### config.mk
export PLATFORM = sky130hd
export DESIGN_NAME = rot_arbiter
export DESIGN_NICKNAME = d
export VERILOG_FILES = /design/src/rtl/rot_arbiter.sv
export SDC_FILE = /design/constraint.sdc
export NUM_CORES = 2
export LEC_CHECK = 0
export BUFFER_PORTS_ARGS = -buffer_cell sky130_fd_sc_hd__buf_2
export CAP_MARGIN = 10
export CORE_MARGIN = 2
export CORE_UTILIZATION = 55
export CTS_BUF_LIST = sky130_fd_sc_hd__clkbuf_4 sky130_fd_sc_hd__clkbuf_8
export CTS_CLUSTER_SIZE = 30
export DETAILED_ROUTE_END_ITERATION = 10
export PLACE_DENSITY_LB_ADDON = 0.12
export SYNTH_ARGS = -nofsm -noshare
export SYNTH_HDL_FRONTEND = slang
export SYNTH_SLANG_ARGS = --single-unit
### constraint.sdc
create_clock -name clk -period 7.7 [get_ports clk]
set_input_delay 0.77 -clock clk [delete_from_list [all_inputs] [get_ports clk]]
set_output_delay 0.77 -clock clk [all_outputs]
set_load 0.02 [all_outputs]
### src/rtl/rot_arbiter.sv
// rot_arbiter: arbitrates NREQ valid/ready requesters onto one 2-stage Q1.17 rotate pipeline.
// Optional build macro ROT_ARB_FIXED_PRIO_EN selects lowest-index-wins grant with no rotating pointer.
module rot_arbiter #(
    parameter int NREQ   = 4,
    parameter int DATA_W = 18,
    parameter int ID_W   = 2
) (
    input  logic                   clk,
    input  logic                   reset,
    input  logic [NREQ-1:0]        req_valid,
    output logic [NREQ-1:0]        req_ready,
    input  logic [NREQ*DATA_W-1:0] req_x,
    input  logic [NREQ*DATA_W-1:0] req_y,
    input  logic [NREQ*18-1:0]     req_sin,
    input  logic [NREQ*18-1:0]     req_cos,
    output logic                   out_valid,
    input  logic                   out_ready,
    output logic [ID_W-1:0]        out_id,
    output logic [DATA_W-1:0]      out_rx,
    output logic [DATA_W-1:0]      out_ry
);
    localparam int PW = DATA_W + 18;

    logic                     w_stall;
    logic                     w_found;
    logic                     w_xfer;
    logic [ID_W-1:0]          w_gnt_id;
    logic [NREQ-1:0]          w_ready;
    logic                     r_v1;
    logic [ID_W-1:0]          r_id1;
    logic signed [DATA_W-1:0] r_x1;
    logic signed [DATA_W-1:0] r_y1;
    logic signed [17:0]       r_sin1;
    logic signed [17:0]       r_cos1;
    logic signed [PW-1:0]     w_rx_t;
    logic signed [PW-1:0]     w_ry_t;
    logic [DATA_W-1:0]        w_rx_rnd;
    logic [DATA_W-1:0]        w_ry_rnd;
    logic                     r_out_valid;
    logic [ID_W-1:0]          r_out_id;
    logic [DATA_W-1:0]        r_out_rx;
    logic [DATA_W-1:0]        r_out_ry;

    assign w_stall = r_out_valid & ~out_ready;

`ifdef ROT_ARB_FIXED_PRIO_EN
    // Fixed priority: descending scan so the lowest valid index is the last one written.
    always_comb begin
        w_found  = 1'b0;
        w_gnt_id = '0;
        for (int k = NREQ - 1; k >= 0; k--) begin
            if (req_valid[k]) begin
                w_found  = 1'b1;
                w_gnt_id = ID_W'(k);
            end else begin
                w_gnt_id = w_gnt_id;
            end
        end
    end
`else
    logic [ID_W-1:0] r_ptr;
    logic [ID_W:0]   w_idx;

    // Round-robin: scan upward from r_ptr, wrapping at NREQ (which need not be a power of two).
    always_comb begin
        w_found  = 1'b0;
        w_gnt_id = '0;
        w_idx    = '0;
        for (int k = 0; k < NREQ; k++) begin
            w_idx = {1'b0, r_ptr} + (ID_W+1)'(k);
            if (w_idx >= (ID_W+1)'(NREQ)) begin
                w_idx = w_idx - (ID_W+1)'(NREQ);
            end else begin
                w_idx = w_idx;
            end
            if (!w_found && req_valid[w_idx[ID_W-1:0]]) begin
                w_found  = 1'b1;
                w_gnt_id = w_idx[ID_W-1:0];
            end else begin
                w_found  = w_found;
            end
        end
    end

    // Priority pointer moves just past the requester that transferred.
    always_ff @(posedge clk or posedge reset) begin
        if (reset) begin
            r_ptr <= '0;
        end else if (w_xfer) begin
            r_ptr <= (w_gnt_id == ID_W'(NREQ - 1)) ? '0 : w_gnt_id + ID_W'(1);
        end else begin
            r_ptr <= r_ptr;
        end
    end
`endif

    assign w_xfer = w_found & ~w_stall & ~reset;

    // One-hot ready towards the winner; all zero while stalled or in reset.
    always_comb begin
        w_ready = '0;
        if (w_xfer) begin
            w_ready[w_gnt_id] = 1'b1;
        end else begin
            w_ready = '0;
        end
    end

    assign req_ready = w_ready;

    // Stage 1: capture the accepted operand set.
    always_ff @(posedge clk or posedge reset) begin
        if (reset) begin
            r_v1   <= 1'b0;
            r_id1  <= '0;
            r_x1   <= '0;
            r_y1   <= '0;
            r_sin1 <= '0;
            r_cos1 <= '0;
        end else if (!w_stall) begin
            r_v1 <= w_xfer;
            if (w_xfer) begin
                r_id1  <= w_gnt_id;
                r_x1   <= req_x[w_gnt_id*DATA_W +: DATA_W];
                r_y1   <= req_y[w_gnt_id*DATA_W +: DATA_W];
                r_sin1 <= req_sin[w_gnt_id*18 +: 18];
                r_cos1 <= req_cos[w_gnt_id*18 +: 18];
            end else begin
                r_id1  <= r_id1;
                r_x1   <= r_x1;
                r_y1   <= r_y1;
                r_sin1 <= r_sin1;
                r_cos1 <= r_cos1;
            end
        end else begin
            r_v1 <= r_v1;
        end
    end

    // Full-width products; the sums may wrap above the bits kept for the result.
    always_comb begin
        w_rx_t   = (PW'(r_x1) * PW'(r_cos1)) - (PW'(r_y1) * PW'(r_sin1));
        w_ry_t   = (PW'(r_x1) * PW'(r_sin1)) + (PW'(r_y1) * PW'(r_cos1));
        w_rx_rnd = w_rx_t[17 +: DATA_W] + {{(DATA_W-1){1'b0}}, w_rx_t[16]};
        w_ry_rnd = w_ry_t[17 +: DATA_W] + {{(DATA_W-1){1'b0}}, w_ry_t[16]};
    end

    // Stage 2: output registers, frozen while the consumer stalls.
    always_ff @(posedge clk or posedge reset) begin
        if (reset) begin
            r_out_valid <= 1'b0;
            r_out_id    <= '0;
            r_out_rx    <= '0;
            r_out_ry    <= '0;
        end else if (!w_stall) begin
            r_out_valid <= r_v1;
            if (r_v1) begin
                r_out_id <= r_id1;
                r_out_rx <= w_rx_rnd;
                r_out_ry <= w_ry_rnd;
            end else begin
                r_out_id <= r_out_id;
                r_out_rx <= r_out_rx;
                r_out_ry <= r_out_ry;
            end
        end else begin
            r_out_valid <= r_out_valid;
        end
    end

    assign out_valid = r_out_valid;
    assign out_id    = r_out_id;
    assign out_rx    = r_out_rx;
    assign out_ry    = r_out_ry;

endmodule
## Yosys cells after proc, flatten, opt, wreduce, memory -nomap -nowiden

Cells that the tools add are included.
W data, S select, Z words.

- Register bits after elaboration: 116
- Bits in latches: 0
- Bits in writable memories: 0
- Memory bits (read-only): 0
- Bits of input ports: 295
- Output and inout bits: 43
- Word-level logic and storage cells: 82
- Memories: 0

- Add/subtract/negate cells: 12
- Multiply operators: 5
- Divide/modulo/power cells: 0
- Order comparisons: 10
- Equal/unequal tests: 1
- Shift operators: 4
- Multiplexer cells: 24
- Bitwise operators: 6
- Reductions and logical operators: 9

Operators by type and width:

| operator | number |
|---|---|
| $shiftx A72 B8 Y18 | 4 |
| $mul A18 B18 Y35 | 4 |
| $add A18 B1 Y18 | 2 |
| $add A35 B35 Y35 | 1 |
| $sub A35 B35 Y35 | 1 |
| $mux W2 | 9 |
| $lt A2 B3 Y1 const B | 5 |
| $ge A3 B3 Y1 const B | 3 |
| $mux W1 | 9 |
| $bmux W1 S2 | 4 |
| $sub A2 B1 Y2 const B | 4 |
| $add A2 B2 Y3 const B | 2 |
| $mul A2 B4 Y6 const B | 1 |
| $logic_and A1 B1 Y1 | 4 |
| $mux W4 | 1 |
| $reduce_and A2 Y1 | 2 |
| $add A2 B1 Y3 const B | 1 |
| $and A1 B1 Y1 | 3 |
| $ge A2 B3 Y1 const B | 1 |
| $logic_not A1 Y1 | 3 |
| $not A1 Y1 | 3 |
| $add A2 B1 Y2 const B | 1 |
| $demux W1 S2 | 1 |
| $eq A2 B2 Y1 const B | 1 |
| $ge A2 B1 Y1 const B | 1 |

## Longest topological paths before layout

- Depth in word-level cells: 19
- Gate-level depth with buffers: 35

## Least setup slack after synthesis

Ideal clock, no wire load.

- Path type: register to register
- From: reg r_x1[17]
- To: reg r_out_ry[13], in the netlist out_ry[13]
- Arrival: 8.255 ns
- Data required time: 7.580 ns
- Path slack: -0.675 ns
- Cell stages (with the launch flop): 29
- Path buffers: 4
- Clock period less this slack: 8.375 ns
- Cells stage by stage: dfrtp_1 -> clkbuf_1 -> clkbuf_1 -> nand2_1 -> inv_1 -> fa_1 -> fa_1 -> fa_1 -> inv_1 -> fa_1 -> fa_1 -> inv_1 -> fa_1 -> fa_1 -> inv_1 -> fa_1 -> inv_1 -> ha_1 -> and4_1 -> and3_1 -> clkbuf_1 -> nand2_1 -> o31ai_1 -> xnor2_1 -> or4_1 -> buf_2 -> o31a_1 -> or4_1 -> a31o_1

- Word-level cells in the longest chain between the ends: 3

Ends and longest elaborated chain:

| what | RTL line | text |
|---|---|---|
| from (decl) | 31 | `logic signed [DATA_W-1:0] r_x1;` |
| from (signal assigned) | 124 | `r_x1 <= req_x[w_gnt_id*DATA_W +: DATA_W];` |
| from (signal assigned) | 130 | `r_x1 <= r_x1;` |
| $mul A18 B18 Y35 | 143 | `w_ry_t = (PW'(r_x1) * PW'(r_sin1)) + (PW'(r_y1) * PW'(r_cos1));` |
| $add A35 B35 Y35 | 143 |  |
| $add A18 B1 Y18 | 145 | `w_ry_rnd = w_ry_t[17 +: DATA_W] + {{(DATA_W-1){1'b0}}, w_ry_t[16]};` |
| to (signal assigned) | 160 | `r_out_ry <= w_ry_rnd;` |
| to (signal assigned) | 164 | `r_out_ry <= r_out_ry;` |
| to (decl) | 42 | `logic [DATA_W-1:0] r_out_ry;` |

No other way between the ends.
A chain may end at the register's enable or synchronous reset.

## Worst setup path after layout

- From: reg r_x1[6]
- To: reg r_out_ry[13], in the netlist out_ry[13]

The elaborated chain is that of the path after synthesis.

==> flow_summary_export.csv <==
group,metric,value,unit
yosys,synth_top_cell_by_area,"fa_1",
die,core_area,99700,um2
critical_path,critPathKind,"reg -> reg",
critical_path,cpLargestDelayFamily,"adder cells",
finish,multi_input_area,46500,um2
placed_design,place_congestion,1.00,
yosys,syn_nets,8290,
sta,fin_crit_sh,108,%
sta,maxSlewViolCount,0,
finish,final-seq-area,2920,um2
job,cap_violations,0,
routing,drtIter0Drc,3161,
clock_tree,cts_tree,"built",
clock_tree,numCtsBuffers,17,
finish,final_layout_size_suffix_gt1_share,18.9,%
yosys,ys_ff_latch,116,
critical_path,crit_path_top_delay_cell,"or4_4",
global_route,grt_pass1_wl,277000,um
yosys,yosysUniqueCellTypes,76,
finish,syn_to_final_growth,18.0,%
run_status,status,"finished, violations left",
die,die_h,321,um
clock_tree,h-tree-depth,4,
sta,rsz0062_at_grt,"yes",
die,die_w,321,um
routing,viasPerCell,5.33,
yosys,synthTopCellsByCount,"1,493 x inv_1, 1,412 x fa_1, 1,015 x nand2_1",
global_route,grt_max_degree,102,
sta,post-route-min-period,8.28,ns
placed_design,io_buffers,337,
sta,max_freq,121,MHz
run_status,violations,"setup timing",
critical_path,start_kind,"flop",
placed_design,placedInstanceArea,62800,um2
clock_tree,root_buffer,"clkbuf_8",
die,io_pins,338,
placed_design,dp.final_hpwl,150000,um
yosys,yosys_warnings,0,
sta,worst_slack,-0.578,ns
sta,timing.final.hold_violations,0,
yosys,avgSynthCellArea,8.80,um2
global_route,grt_pass1_vias,47600,
sta,skew,0.0313,ns
critical_path,critical_path_buf_inv_count,5,
finish,post-route-cell-area,65100,um2
critical_path,cp.required,8.18,ns
sta,setup_violations,26,
global_route,grt_util_all_layers,36.2,%
yosys,synth_top_area_share,51.3,%
critical_path,crit_arrival,8.76,ns
yosys,synthTopCellsByArea,"fa_1 51%, inv_1 10%, ha_1 7.2%",
global_route,grt_antenna_before_repair,5,
yosys,async_reset_ff_share,100,%
clock_tree,holdBufCountCts,0,
finish,final_nets,8951,
hold_path,hold_path_class,"in -> async",
routing,wl_per_cell,21.5,um
sta,tightest_slew,1.19,ns
die,dieArea,103000,um2
critical_path,end_kind,"flop",
die,start_util,55.3,%
routing,drc,0,
global_route,grt_remaining_overflow,0,
critical_path,critPathMaxFanout,13,
finish,n_fill_cell,8500,
clock_tree,cts.path.max_buffers,2,
yosys,synth_edf_count,0,
critical_path,crit_path_frequent_cell,"fa_1",
routing,first_pass_iters,7,
yosys,syn_area,55100,um2
yosys,syn_inst,6267,
routing,totalWireLength,177000,um
critical_path,cpPeakStageDelay,0.59,ns
routing,ant_nets,0,
yosys,synth_most_common_cell,"inv_1",
yosys,synth.yosys.seq_area_share,5.26,%
sta,max-slew-margin-rel,19.8,%
routing,via_count,44000,
yosys,synth_ff_type,"dfrtp_1",
die,row_count,116,
clock_tree,insertion_delay,0.59,ns
clock_tree,cts_num_sinks,116,
clock_tree,clk_pin_slew,0.10,ns
## final timing paths
path                       slack, ns    endpoint  startpoint  cells after the start
max reg2reg                    -0.58  out_ry[13]     r_x1[6]                     25
max in group asynchronous       5.90   r_cos1[1]       reset                      3
max                            -0.58  out_ry[13]     r_x1[6]                     25
min in group clk                0.48   out_id[0]    r_id1[0]                      2
min reg2reg                     0.48   out_id[0]    r_id1[0]                      2
min                             0.28    r_id1[1]       reset                      2
## per-layer routing
metal  vias up  part of all wire (%)  global-route usage (%)
li1      19400                     -                       -
met1     22500                    39                    48.5
met2      1711                    47                    57.2
met3       409                   7.5                    5.16
met4         4                   6.8                    19.7
met5         -                 0.013                       0
## per-stage QoR
step / setup TNS [ns] / utilization, % / worst slack [ns] / hold slack, ns / std cells
2_1_floorplan: -0.604 / - / -0.326 / 0.439 / 6267
3_3_place_gp: -7.60 / 63.0 / -0.600 / 0.449 / 8134
3_5_place_dp: -9.31 / 63.0 / -0.680 / 0.454 / 8134
4_1_cts: -4.76 / 64.5 / -0.452 / 0.268 / 8214
5_1_grt: -13.19 / 65.3 / -0.781 / 0.312 / 8240
6_report: -6.89 / 65.3 / -0.578 / 0.281 / 8241
## cell type report
| type | count | area share [%] |
|---|---|---|
| Inverter | 1493 | 8.64 |
| Clock buffer | 18 | 0.381 |
| Tap cell | 1298 | 2.50 |
| Antenna cell | 2 | 0.00769 |
| Clock inverter | 14 | 0.219 |
| Timing Repair Buffer | 1019 | 12.3 |
| Sequential cell | 116 | 4.48 |
| Multi-Input combinational cell | 4281 | 71.4 |
## layout by cell type (no fill, tap or decap), types with 12 or more instances in the layout
cell | netlist | final
dfrtp_1 | 116 | 104
xnor2_1 | 86 | 76
ha_1 | 316 | 287
fa_2 | 0 | 29
nor2_1 | 255 | 252
inv_1 | 1493 | 1459
o21ai_0 | 193 | 162
buf_4 | 0 | 557
xor2_1 | 24 | 15
buf_6 | 0 | 38
nand2b_1 | 47 | 47
ha_4 | 0 | 25
nand2_2 | 0 | 13
buf_2 | 7 | 337
buf_12 | 0 | 75
nand3_1 | 89 | 84
and2_1 | 525 | 510
and2_4 | 0 | 15
a21oi_2 | 2 | 14
nor2b_1 | 39 | 38
o21ai_1 | 3 | 30
a21oi_1 | 46 | 30
nand2_1 | 1015 | 1001
fa_1 | 1412 | 1383
dfrtp_2 | 0 | 12
inv_2 | 0 | 28
clkbuf_8 | 0 | 18
nand4_1 | 18 | 18
a21o_1 | 19 | 19
## state kept, by name (all words and copies together) (netlist names), 2 cells and up
signal / flops
out_id: 2
out_rx: 18
out_ry: 18
r_cos1: 18
r_id1: 2
r_ptr: 2
r_sin1: 18
r_x1: 18
r_y1: 18
## timing repair
action                                  4_1_cts  5_1_grt
resized for setup                           192      115
gates cloned                                  1        3
hold endpoints to repair                      0        0
endpoints found under the setup margin       27       32
buffers inserted                             49       22
pin swaps                                   114       51
## cell families after synthesis
family	count (synthesis)	synth area share, %
flops	116	5.26
xor+xnor	110	1.75
mux	7	0.129
buf+inv	1870	12.7
simple gates	2061	17.5
fa+ha+maj	1728	58.4
compound gates	375	4.18
Power is not shown: default switching activity piles up to over one toggle a cycle in this logic, so the estimate is an artifact.
